`config.mk`:
```
export PLATFORM = sky130hd
export DESIGN_NAME = icache_flat
export DESIGN_NICKNAME = d
export VERILOG_FILES = /design/src/rtl/icache_if.sv /design/src/rtl/icache.sv /design/src/flat_wrapper.sv
export SDC_FILE = /design/constraint.sdc
export NUM_CORES = 1
export LEC_CHECK = 0
export BUFFER_PORTS_ARGS = -buffer_cell sky130_fd_sc_hd__buf_2
export CAP_MARGIN = 20
export CELL_PAD_IN_SITES_DETAIL_PLACEMENT = 0
export CELL_PAD_IN_SITES_GLOBAL_PLACEMENT = 1
export CORE_MARGIN = 2
export CORE_UTILIZATION = 45
export CTS_BUF_LIST = sky130_fd_sc_hd__clkbuf_8
export DETAILED_ROUTE_END_ITERATION = 10
export GPL_TIMING_DRIVEN = 0
export MAX_ROUTING_LAYER = met4
export PLACE_DENSITY_LB_ADDON = 0.1
export SYNTH_ARGS = -nofsm -noshare
export SYNTH_HDL_FRONTEND = slang
export SYNTH_SLANG_ARGS = --single-unit
```
`constraint.sdc`:
```
create_clock -name CLK -period 5.3 [get_ports CLK]
set_clock_uncertainty 0.05 [all_clocks]
set_input_delay 0.265 -clock CLK [delete_from_list [all_inputs] [get_ports CLK]]
set_output_delay 0.265 -clock CLK [all_outputs]
set_load 0.05 [all_outputs]
```
`src/rtl/icache_if.sv`:
```
// rtl/icache_if.sv - fetch-side and memory-side signal bundle for icache.
// The slave modport is the cache's view; master is the fetch stage plus memory controller.
interface icache_if;
   logic        imemREN;
   logic [31:0] imemaddr;
   logic        flush;
   logic        ihit;
   logic [31:0] imemload;
   logic        iwait;
   logic [31:0] iload;
   logic        iREN;
   logic [31:0] iaddr;

   modport slave (
      input  imemREN, imemaddr, flush, iwait, iload,
      output ihit, imemload, iREN, iaddr
   );

   modport master (
      output imemREN, imemaddr, flush, iwait, iload,
      input  ihit, imemload, iREN, iaddr
   );
endinterface

```
`src/rtl/icache.sv`:
```
// rtl/icache.sv - direct-mapped, one-word-per-block instruction cache with blocking fill.
// Optional hit/miss counters when ICACHE_STATS_EN is defined.
module icache #(
   parameter int SETS = 16
) (
   input logic      CLK,
   input logic      nRST,
   icache_if.slave  bus
`ifdef ICACHE_STATS_EN
   ,
   output logic [31:0] hit_count,
   output logic [31:0] miss_count
`endif
);
   localparam int IDX_W = $clog2(SETS);
   localparam int TAG_W = 30 - IDX_W;

   typedef enum logic {IDLE, FETCH} state_t;

   state_t            r_state, w_next_state;
   logic [SETS-1:0]   r_valid, w_valid_next;
   logic [TAG_W-1:0]  r_tag [SETS];
   logic [31:0]       r_data [SETS];
   logic [31:0]       r_miss_addr;

   logic [IDX_W-1:0]  w_idx, w_fill_idx;
   logic [TAG_W-1:0]  w_req_tag, w_fill_tag;
   logic              w_hit, w_miss, w_fill;
   logic              w_unused_offset;

   assign w_idx           = bus.imemaddr[IDX_W+1:2];
   assign w_req_tag       = bus.imemaddr[31:IDX_W+2];
   assign w_fill_idx      = r_miss_addr[IDX_W+1:2];
   assign w_fill_tag      = r_miss_addr[31:IDX_W+2];
   assign w_unused_offset = ^bus.imemaddr[1:0];

   // Flush masks a hit and suppresses a new miss in the same cycle.
   assign w_hit  = (r_state == IDLE) && bus.imemREN && !bus.flush &&
                   r_valid[w_idx] && (r_tag[w_idx] == w_req_tag);
   assign w_miss = (r_state == IDLE) && bus.imemREN && !bus.flush && !w_hit;

   always_ff @(posedge CLK or negedge nRST) begin
      if (!nRST) begin
         r_state     <= IDLE;
         r_valid     <= '0;
         r_miss_addr <= '0;
      end else begin
         r_state <= w_next_state;
         r_valid <= w_valid_next;
         if (w_miss)
            r_miss_addr <= {bus.imemaddr[31:2], 2'b00};
      end
   end

   always_ff @(posedge CLK) begin
      if (w_fill) begin
         r_tag[w_fill_idx]  <= w_fill_tag;
         r_data[w_fill_idx] <= bus.iload;
      end
   end

   // A fill landing on a flush edge leaves its own frame valid.
   always_comb begin
      w_valid_next = bus.flush ? '0 : r_valid;
      if (w_fill)
         w_valid_next[w_fill_idx] = 1'b1;
   end

   always_comb begin
      w_next_state = r_state;
      w_fill       = 1'b0;
      bus.ihit     = 1'b0;
      bus.imemload = '0;
      bus.iREN     = 1'b0;
      bus.iaddr    = '0;
      case (r_state)
         IDLE: begin
            bus.ihit = w_hit;
            if (w_hit)
               bus.imemload = r_data[w_idx];
            if (w_miss)
               w_next_state = FETCH;
         end
         FETCH: begin
            bus.iREN  = 1'b1;
            bus.iaddr = r_miss_addr;
            if (!bus.iwait) begin
               w_fill       = 1'b1;
               w_next_state = IDLE;
            end
         end
         default: w_next_state = IDLE;
      endcase
   end

`ifdef ICACHE_STATS_EN
   always_ff @(posedge CLK or negedge nRST) begin
      if (!nRST) begin
         hit_count  <= '0;
         miss_count <= '0;
      end else if (bus.flush) begin
         hit_count  <= '0;
         miss_count <= '0;
      end else begin
         if (w_hit && (hit_count != 32'hFFFF_FFFF))
            hit_count <= hit_count + 32'd1;
         if (w_miss && (miss_count != 32'hFFFF_FFFF))
            miss_count <= miss_count + 32'd1;
      end
   end
`endif
endmodule

```
`src/flat_wrapper.sv`:
```
// flat-port wrapper written by rule: the top's interface ports become plain ports
module icache_flat 
#(
   parameter int SETS = 16
)
  (CLK, nRST, bus_imemREN, bus_imemaddr, bus_flush, bus_iwait, bus_iload, bus_ihit, bus_imemload, bus_iREN, bus_iaddr);
  icache_if bus_i ();
  input logic CLK;
  input logic nRST;
  input wire logic [$bits(bus_i.imemREN)-1:0] bus_imemREN;
  input wire logic [$bits(bus_i.imemaddr)-1:0] bus_imemaddr;
  input wire logic [$bits(bus_i.flush)-1:0] bus_flush;
  input wire logic [$bits(bus_i.iwait)-1:0] bus_iwait;
  input wire logic [$bits(bus_i.iload)-1:0] bus_iload;
  output wire logic [$bits(bus_i.ihit)-1:0] bus_ihit;
  output wire logic [$bits(bus_i.imemload)-1:0] bus_imemload;
  output wire logic [$bits(bus_i.iREN)-1:0] bus_iREN;
  output wire logic [$bits(bus_i.iaddr)-1:0] bus_iaddr;
  assign bus_i.imemREN = bus_imemREN;
  assign bus_i.imemaddr = bus_imemaddr;
  assign bus_i.flush = bus_flush;
  assign bus_i.iwait = bus_iwait;
  assign bus_i.iload = bus_iload;
  assign bus_ihit = bus_i.ihit;
  assign bus_imemload = bus_i.imemload;
  assign bus_iREN = bus_i.iREN;
  assign bus_iaddr = bus_i.iaddr;
  icache #(.SETS(SETS)) u_core (.CLK(CLK), .nRST(nRST), .bus(bus_i));
endmodule
```
==> flow_summary_export.csv, run 1 <==
group,metric,value,unit
logic_synthesis,postSynthAreaPerCell,22.5,µm²
finish,drive_above_1_share,33.3,%
placement,postPlaceCellArea,0.0418,mm²
worst_setup_path,cp_slowest_cell,"dfrtp_1",
floorplanning,rows,106,
clock_tree,clock-sinks,975,
clock_tree,clkTransAtPathRegs,0.06,ns
logic_synthesis,yosysSeqAreaShare,75.9,%
sta,rsz0062_at_grt,"false",
sta,slew_viol_final,0,
global_route,antenna_found_initial,6,
worst_setup_path,crit_family,"simple AND/OR/NAND/NOR gates",
route,drt_iter0_drc,1699,
placement,hpwl,65.9,mm
global_route,grt_usage,24.9,%
route,drc,0,
sta,fin_crit_sh,95.7,%
sta,fin_tns_setup,0,ns
pwr,ir_worst_vdd,0.212,mV
clock_tree,ctsHtreeMaxLevel,4,
logic_synthesis,ys_ff_latch,975,
worst_setup_path,critical_path_class,"reg -> out",
logic_synthesis,synth_area,0.0382,mm²
sta,holdWs,0.0542,ns
sta,hold_viol,0,
pwr,internal-power,12.4,mW
logic_synthesis,yosys_warnings,0,
global_route,grt_pass1_wl,145,mm
finish,multi_input_comb_area,0.00885,mm²
worst_setup_path,reg2reg_from,"u_core.r_state",
placement,gp_congestion,0.840,
finish,fillers,6610,
finish,syn_to_final_growth,18.9,%
worst_setup_path,cp.arrival,4.76,ns
logic_synthesis,synth_ff_type,"edfxtp_1",
floorplanning,core,0.0840,mm²
route,vias,19100,
global_route,use_met3,4.40,%
clock_tree,cts_tree,"yes",
route,dr.pass1.iters,6,
floorplanning,fp.dieW,296,µm
finish,nNetsFinal,2193,
clock_tree,ctsLongestPathBuffers,3,
worst_setup_path,path_max_fanout,10,
global_route,grt_max_degree,48,
global_route,gr-max-usage-layer,"met2",
finish,final_util,54.2,%
pwr,p_comb_share,7.7,%
logic_synthesis,synth-async-reset-ratio,4.82,%
worst_setup_path,path_buf_inv,4,
global_route,grt-ovfl-total,0,
sta,finalSetupViolCount,0,
floorplanning,initial_core_util,45.5,%
route,wirelength,102,mm
sta,slew_headroom,24.2,%
finish,seq_area,0.0290,mm²
outcome,outcome,"completed",
global_route,grt_pass1_vias,20300,
floorplanning,die-area,0.0873,mm²
floorplanning,io_pins,135,
route,wire_per_inst,30.2,µm
pwr,p_switching,3.99,mW
clock_tree,clock_tree.root_cell,"clkbuf_8",
route,ant_nets,0,
route,viasPerCell,5.63,
sta,worst_slew_pin_slew,1.14,ns
pwr,power.leakage,15.4,nW
worst_setup_path,cp.required,4.99,ns
flow_run,maxCapViolCount,0,
pwr,p_seq_share,55.2,%
logic_synthesis,synth_edf_count,928,
worst_setup_path,cp-start-kind,"flop",
pwr,p_per_area,360,mW/mm²
logic_synthesis,synth_cell_types,63,
global_route,grtUsageMet2,41.4,%
sta,fmax,197,MHz
worst_setup_path,startpoint,"u_core.r_state",
worst_setup_path,critical_path.cell_chain,"nor3b_2 > o311ai_0 > o32a_1 > nor4_1 > o21ai_0 > nor4_1 > nand4_1 > buf_4 > buf_4 > clkbuf_1 > nor2b_1 > buf_2",
pwr,p_total,16.4,mW
worst_hold_path,hold_class,"in -> async",
clock_tree,clk_latency,0.81,ns
finish,final_area,0.0455,mm²
global_route,use_met1,31.4,%
sta,fin_crit,5.07,ns
worst_setup_path,endpoint_kind,"output port",
placement,port_buffers,126,
floorplanning,die_h,296,µm
pwr,clockPowerShare,37.0,%
clock_tree,numCtsBuffers,163,
pwr,swShare,24.4,%
worst_setup_path,cp_slowest_stage_delay,0.58,ns
logic_synthesis,syn_inst,1702,
-- metal layers --
metal / share of wire, % / wire [µm]
met5: 0 / 0
met4: 2.2 / 2230
met3: 5.2 / 5290
met2: 51 / 52800
met1: 41 / 42200
-- cells in the final DEF (no fill, tap or decap), types with 5 or more instances in the layout --
cell type and count:
mux4_2 253, nor2_4 12, buf_16 21, nor4_1 11, clkbuf_2 8, clkbuf_8 169, nand2_1 18, clkinv_2 8
nor2_1 19, nand4_1 7, o21ai_0 7, buf_4 13, nand2b_1 9, dlygate4sd3_1 62, mux2_2 9, buf_1 5
buf_2 154, nor3_1 6, a21o_1 16, and2_1 32, a22oi_1 9, diode_2 5, dfrtp_1 47, buf_12 29
clkbuf_1 29, nor2b_1 39, buf_6 7, mux2_4 29, inv_1 63, mux2i_1 57, clkinv_1 51, xnor2_1 17
edfxtp_1 928, buf_8 17, nand3_1 7, xor2_1 11
-- timing repair --
item | CTS | global route
buffers inserted | 3 | 0
resized for setup | 8 | 7
pin swaps | 1 | 0
setup endpoints to repair | 33 | 28
hold endpoints to repair | 592 | 0
hold buffers | 62 | 0
-- flip-flops by register name, summed over array words and instances, names as in the netlist --
| register | flops |
|---|---|
| u_core.r_data | 512 |
| u_core.r_tag | 416 |
| u_core.r_valid | 16 |
| u_core.r_miss_addr | 30 |
| u_core.r_state | 1 |
-- Yosys cell counts, types with 9 or more instances --
cell / number / area [µm²]
nor3_1: 10 / 50.1
a21o_1: 16 / 120
nand2b_1: 9 / 56.3
mux2_4: 29 / 435
mux2_2: 9 / 101
nor2b_1: 40 / 250
nor4_1: 11 / 68.8
nand2_1: 18 / 67.6
nor2_1: 31 / 116
dfrtp_1: 47 / 1180
and2_1: 32 / 200
buf_2: 29 / 145
mux4_2: 253 / 5700
mux2i_1: 57 / 571
edfxtp_1: 928 / 27900
buf_4: 9 / 67.6
xnor2_1: 17 / 149
clkbuf_1: 38 / 143
xor2_1: 11 / 96.3
a22oi_1: 9 / 67.6
-- cell type report --
| class | count | share of cell area (%) |
|---|---|---|
| Sequential cell | 975 | 63.9 |
| Buffer | 89 | 1.06 |
| Multi-Input combinational cell | 631 | 19.5 |
| Antenna cell | 5 | 0.0275 |
| Timing Repair Buffer | 257 | 5.88 |
| Clock buffer | 169 | 5.12 |
| Tap cell | 1134 | 3.12 |
| Clock inverter | 130 | 1.41 |
| Inverter | 7 | 0.0578 |
-- stage by stage --
stage / instances / setup WS [ns]
finish: 3397 / 0.227
global placement: 2963 / -3.00
global route: 3397 / 0.0964
floorplan: 1703 / 0.774
detailed placement: 3028 / -0.729
CTS: 3392 / 0.0104
-- worst paths after layout --
| check | end | slack [ns] | cells past startpoint |
|---|---|---|---|
| setup / recovery | bus_imemload[14] | 0.23 | 12 |
| hold / removal | u_core.r_miss_addr[17] | 0.05 | 2 |
| setup reg to reg | u_core.r_miss_addr[31] | 1.20 | 9 |
| hold reg to reg | u_core.r_valid[9] | 0.43 | 1 |
| max in group asynchronous | u_core.r_miss_addr[11] | 4.54 | 2 |
| min in group CLK | u_core.r_state | 0.21 | 5 |
-- cells by family after synthesis --
kind of cell,after synthesis,synth area share [%]
XOR/XNOR,28,0.641
AO/OA/AOI/OAI,66,1.33
flip-flops,975,75.9
buffers and inverters,97,1.30
other,1,0.00981
multiplexers,352,18.1
AND/OR/NAND/NOR,183,2.70
-- power by group through the flow --
stage	logic [mW]	registers [mW]	clock network, mW
after floorplan	0.736	9.10	0
after global placement	1.15	9.20	0
after detailed placement	1.24	9.20	0
after CTS	1.29	9.04	6.21
after global routing	1.34	9.07	6.54
final	1.27	9.04	6.07
Note: power is estimated with default switching activity, not from simulation.
==> inputs of run 2 (changes only) <==
--- a/config.mk
+++ b/config.mk
@@ -13,7 +13,6 @@
 export CORE_UTILIZATION = 45
 export CTS_BUF_LIST = sky130_fd_sc_hd__clkbuf_8
 export DETAILED_ROUTE_END_ITERATION = 10
-export GPL_TIMING_DRIVEN = 0
 export MAX_ROUTING_LAYER = met4
 export PLACE_DENSITY_LB_ADDON = 0.1
 export SYNTH_ARGS = -nofsm -noshare
==> constraint.sdc (replaced) <==
create_clock -name CLK -period 4.14 [get_ports CLK]
set_clock_uncertainty 0.05 [all_clocks]
set_input_delay 0.207 -clock CLK [delete_from_list [all_inputs] [get_ports CLK]]
set_output_delay 0.207 -clock CLK [all_outputs]
set_load 0.05 [all_outputs]
==> flow_summary_export.csv, run 2 (synthesis gave the netlist of run 1 again) <==
group,metric,value,unit
worst_setup_path,cp_slowest_stage_delay,0.48,ns
worst_setup_path,cp_slowest_cell,"dfrtp_2",
floorplanning,initial_core_util,45.5,%
pwr,clockPowerShare,37.4,%
clock_tree,ctsLongestPathBuffers,3,
worst_setup_path,reg2reg_from,"u_core.r_state",
global_route,grt_usage,22.6,%
pwr,swShare,23.8,%
route,ant_nets,0,
worst_setup_path,cp-start-kind,"flop",
placement,hpwl,48.9,mm
placement,postPlaceCellArea,0.0410,mm²
sta,hold_viol,0,
sta,fin_crit,3.97,ns
route,drc,0,
finish,final_common_cell,"edfxtp_1",
placement,port_buffers,130,
route,wire_per_inst,28.4,µm
worst_setup_path,startpoint,"u_core.r_state",
clock_tree,cts_tree,"yes",
placement,gp_congestion,0.793,
pwr,p_switching,4.97,mW
worst_setup_path,critical_path_class,"reg -> out",
pwr,internal-power,15.9,mW
worst_setup_path,cp.required,3.88,ns
worst_setup_path,path_buf_inv,4,
global_route,grt_pass1_vias,19800,
floorplanning,rows,106,
clock_tree,clk_latency,0.80,ns
worst_setup_path,cp.arrival,3.71,ns
route,vias,18500,
clock_tree,clkTransAtPathRegs,0.06,ns
global_route,grt_pass1_wl,135,mm
clock_tree,clock_tree.root_cell,"clkbuf_8",
global_route,grt-ovfl-total,0,
finish,largestRegisters,"u_core.r_data x512, u_core.r_tag x416, u_core.r_miss_addr x30",
finish,largest_register,"u_core.r_data",
worst_setup_path,crit_cells,12,
pwr,p_comb_share,7.2,%
finish,drive_above_1_share,34.6,%
sta,slew_headroom,35.6,%
route,dr.pass1.iters,5,
clock_tree,clock-sinks,975,
worst_setup_path,r2r_slack,0.58,ns
finish,largest_reg_flops,512,
outcome,outcome,"completed",
finish,nNetsFinal,2119,
sta,rsz0062_at_grt,"true",
finish,final_util,53.7,%
floorplanning,io_pins,135,
worst_setup_path,endpoint_kind,"output port",
clock_tree,ctsHtreeMaxLevel,4,
pwr,power.leakage,15.2,nW
finish,final_cell_mix,"928 x edfxtp_1, 253 x mux4_2, 172 x clkbuf_8",
pwr,p_seq_share,55.4,%
worst_setup_path,regToRegEndpoint,"u_core.r_miss_addr[31]",
floorplanning,fp.dieW,296,µm
sta,worst_slew_pin_slew,0.966,ns
worst_setup_path,critPathCapture,"bus_imemload[17]",
worst_setup_path,path_max_fanout,8,
route,drt_iter0_drc,1371,
sta,finalSetupViolCount,0,
pwr,p_per_area,464,mW/mm²
flow_run,maxCapViolCount,0,
floorplanning,die_h,296,µm
finish,final_area,0.0451,mm²
worst_setup_path,critical_path.cell_chain,"buf_4 > nor4b_4 > o221ai_2 > o32a_1 > nor4_2 > o21ai_1 > nor4_2 > nand4_1 > buf_6 > clkbuf_16 > nor2b_1 > buf_6",
worst_setup_path,crit_family,"simple AND/OR/NAND/NOR gates",
route,wirelength,94.1,mm
worst_setup_path,reg2reg_depth,11,
sta,fmax,252,MHz
global_route,antenna_found_initial,3,
worst_hold_path,hold_class,"in -> reg",
floorplanning,core,0.0840,mm²
finish,syn_to_final_growth,17.8,%
clock_tree,numCtsBuffers,161,
route,viasPerCell,5.60,
sta,fin_crit_sh,95.9,%
global_route,grt_max_degree,124,
sta,slew_viol_final,0,
floorplanning,die-area,0.0873,mm²
pwr,ir_worst_vdd,0.300,mV
run 2: per-layer routing:
layer | share of wire [%] | track usage [%] | vias to the layer above | wire length (µm)
li1 | - | - | 7874 | -
met1 | 42 | 29.2 | 9993 | 39600
met2 | 51 | 37.2 | 523 | 48000
met3 | 4.9 | 3.89 | 141 | 4630
met4 | 2.0 | 6.59 | 0 | 1840
met5 | 0 | - | - | 0
run 2: stage by stage:
stage | setup WS, ns | total power, mW | std cells | TNS [ns] | hold WS [ns]
2_1_floorplan | -0.431 | 12.6 | 1703 | -133.62 | -0.139
3_3_place_gp | 0.197 | 13.2 | 2951 | 0 | 0.214
3_5_place_dp | 0.190 | 13.3 | 2951 | 0 | 0.219
4_1_cts | 0.0158 | 21.2 | 3304 | 0 | 0.0805
5_1_grt | -0.0137 | 21.7 | 3310 | -0.0205 | 0.128
6_report | 0.171 | 20.9 | 3310 | 0 | 0.136
run 2: cell type report:
| type | count | area, µm² |
|---|---|---|
| Tap cell | 1134 | 1420 |
| Clock buffer | 172 | 2370 |
| Sequential cell | 975 | 29000 |
| Timing Repair Buffer | 274 | 2560 |
| Antenna cell | 3 | 7.51 |
| Multi-Input combinational cell | 631 | 9000 |
| Clock inverter | 114 | 623 |
| Inverter | 7 | 28.8 |
| Fill cell | 6639 | 38900 |
run 2: worst reg2reg max path: cells and delay by family, from the launching register on:
family	cells	cell delay, ns
AO/OA/AOI/OAI	3	0.59
buffers and inverters	3	0.57
flip-flops	1	0.48
multiplexers	1	0.36
AND/OR/NAND/NOR	4	1.38
run 2: how the worst min path moves through the flow:
stage               startpoint                      to  slack, ns  cells past startpoint
2_1_floorplan             nRST  u_core.r_miss_addr[10]      -0.14                      0
3_3_place_gp              nRST  u_core.r_miss_addr[17]       0.21                      1
3_5_place_dp              nRST  u_core.r_miss_addr[17]       0.22                      1
4_1_cts        bus_imemaddr[2]   u_core.r_miss_addr[2]       0.08                      3
5_1_grt        bus_imemaddr[2]   u_core.r_miss_addr[2]       0.13                      3
6_report       bus_imemaddr[2]   u_core.r_miss_addr[2]       0.14                      3
run 2: repair_timing:
item | in CTS | in global routing
pin swaps | 3 | 6
endpoints found under the setup margin | 33 | 33
gates cloned | 1 | 2
buffers inserted | 1 | 2
resized for setup | 32 | 80
hold buffers | 65 | 0
hold endpoints to repair | 595 | 0
run 2: power by group through the flow:
stage	Sequential [mW]	Combinational [mW]	Clock, mW
floorplan	11.7	0.946	0
global placement	11.8	1.47	0
detailed placement	11.8	1.48	0
CTS	11.6	1.54	8.03
global route	11.6	1.61	8.47
finish	11.6	1.52	7.81
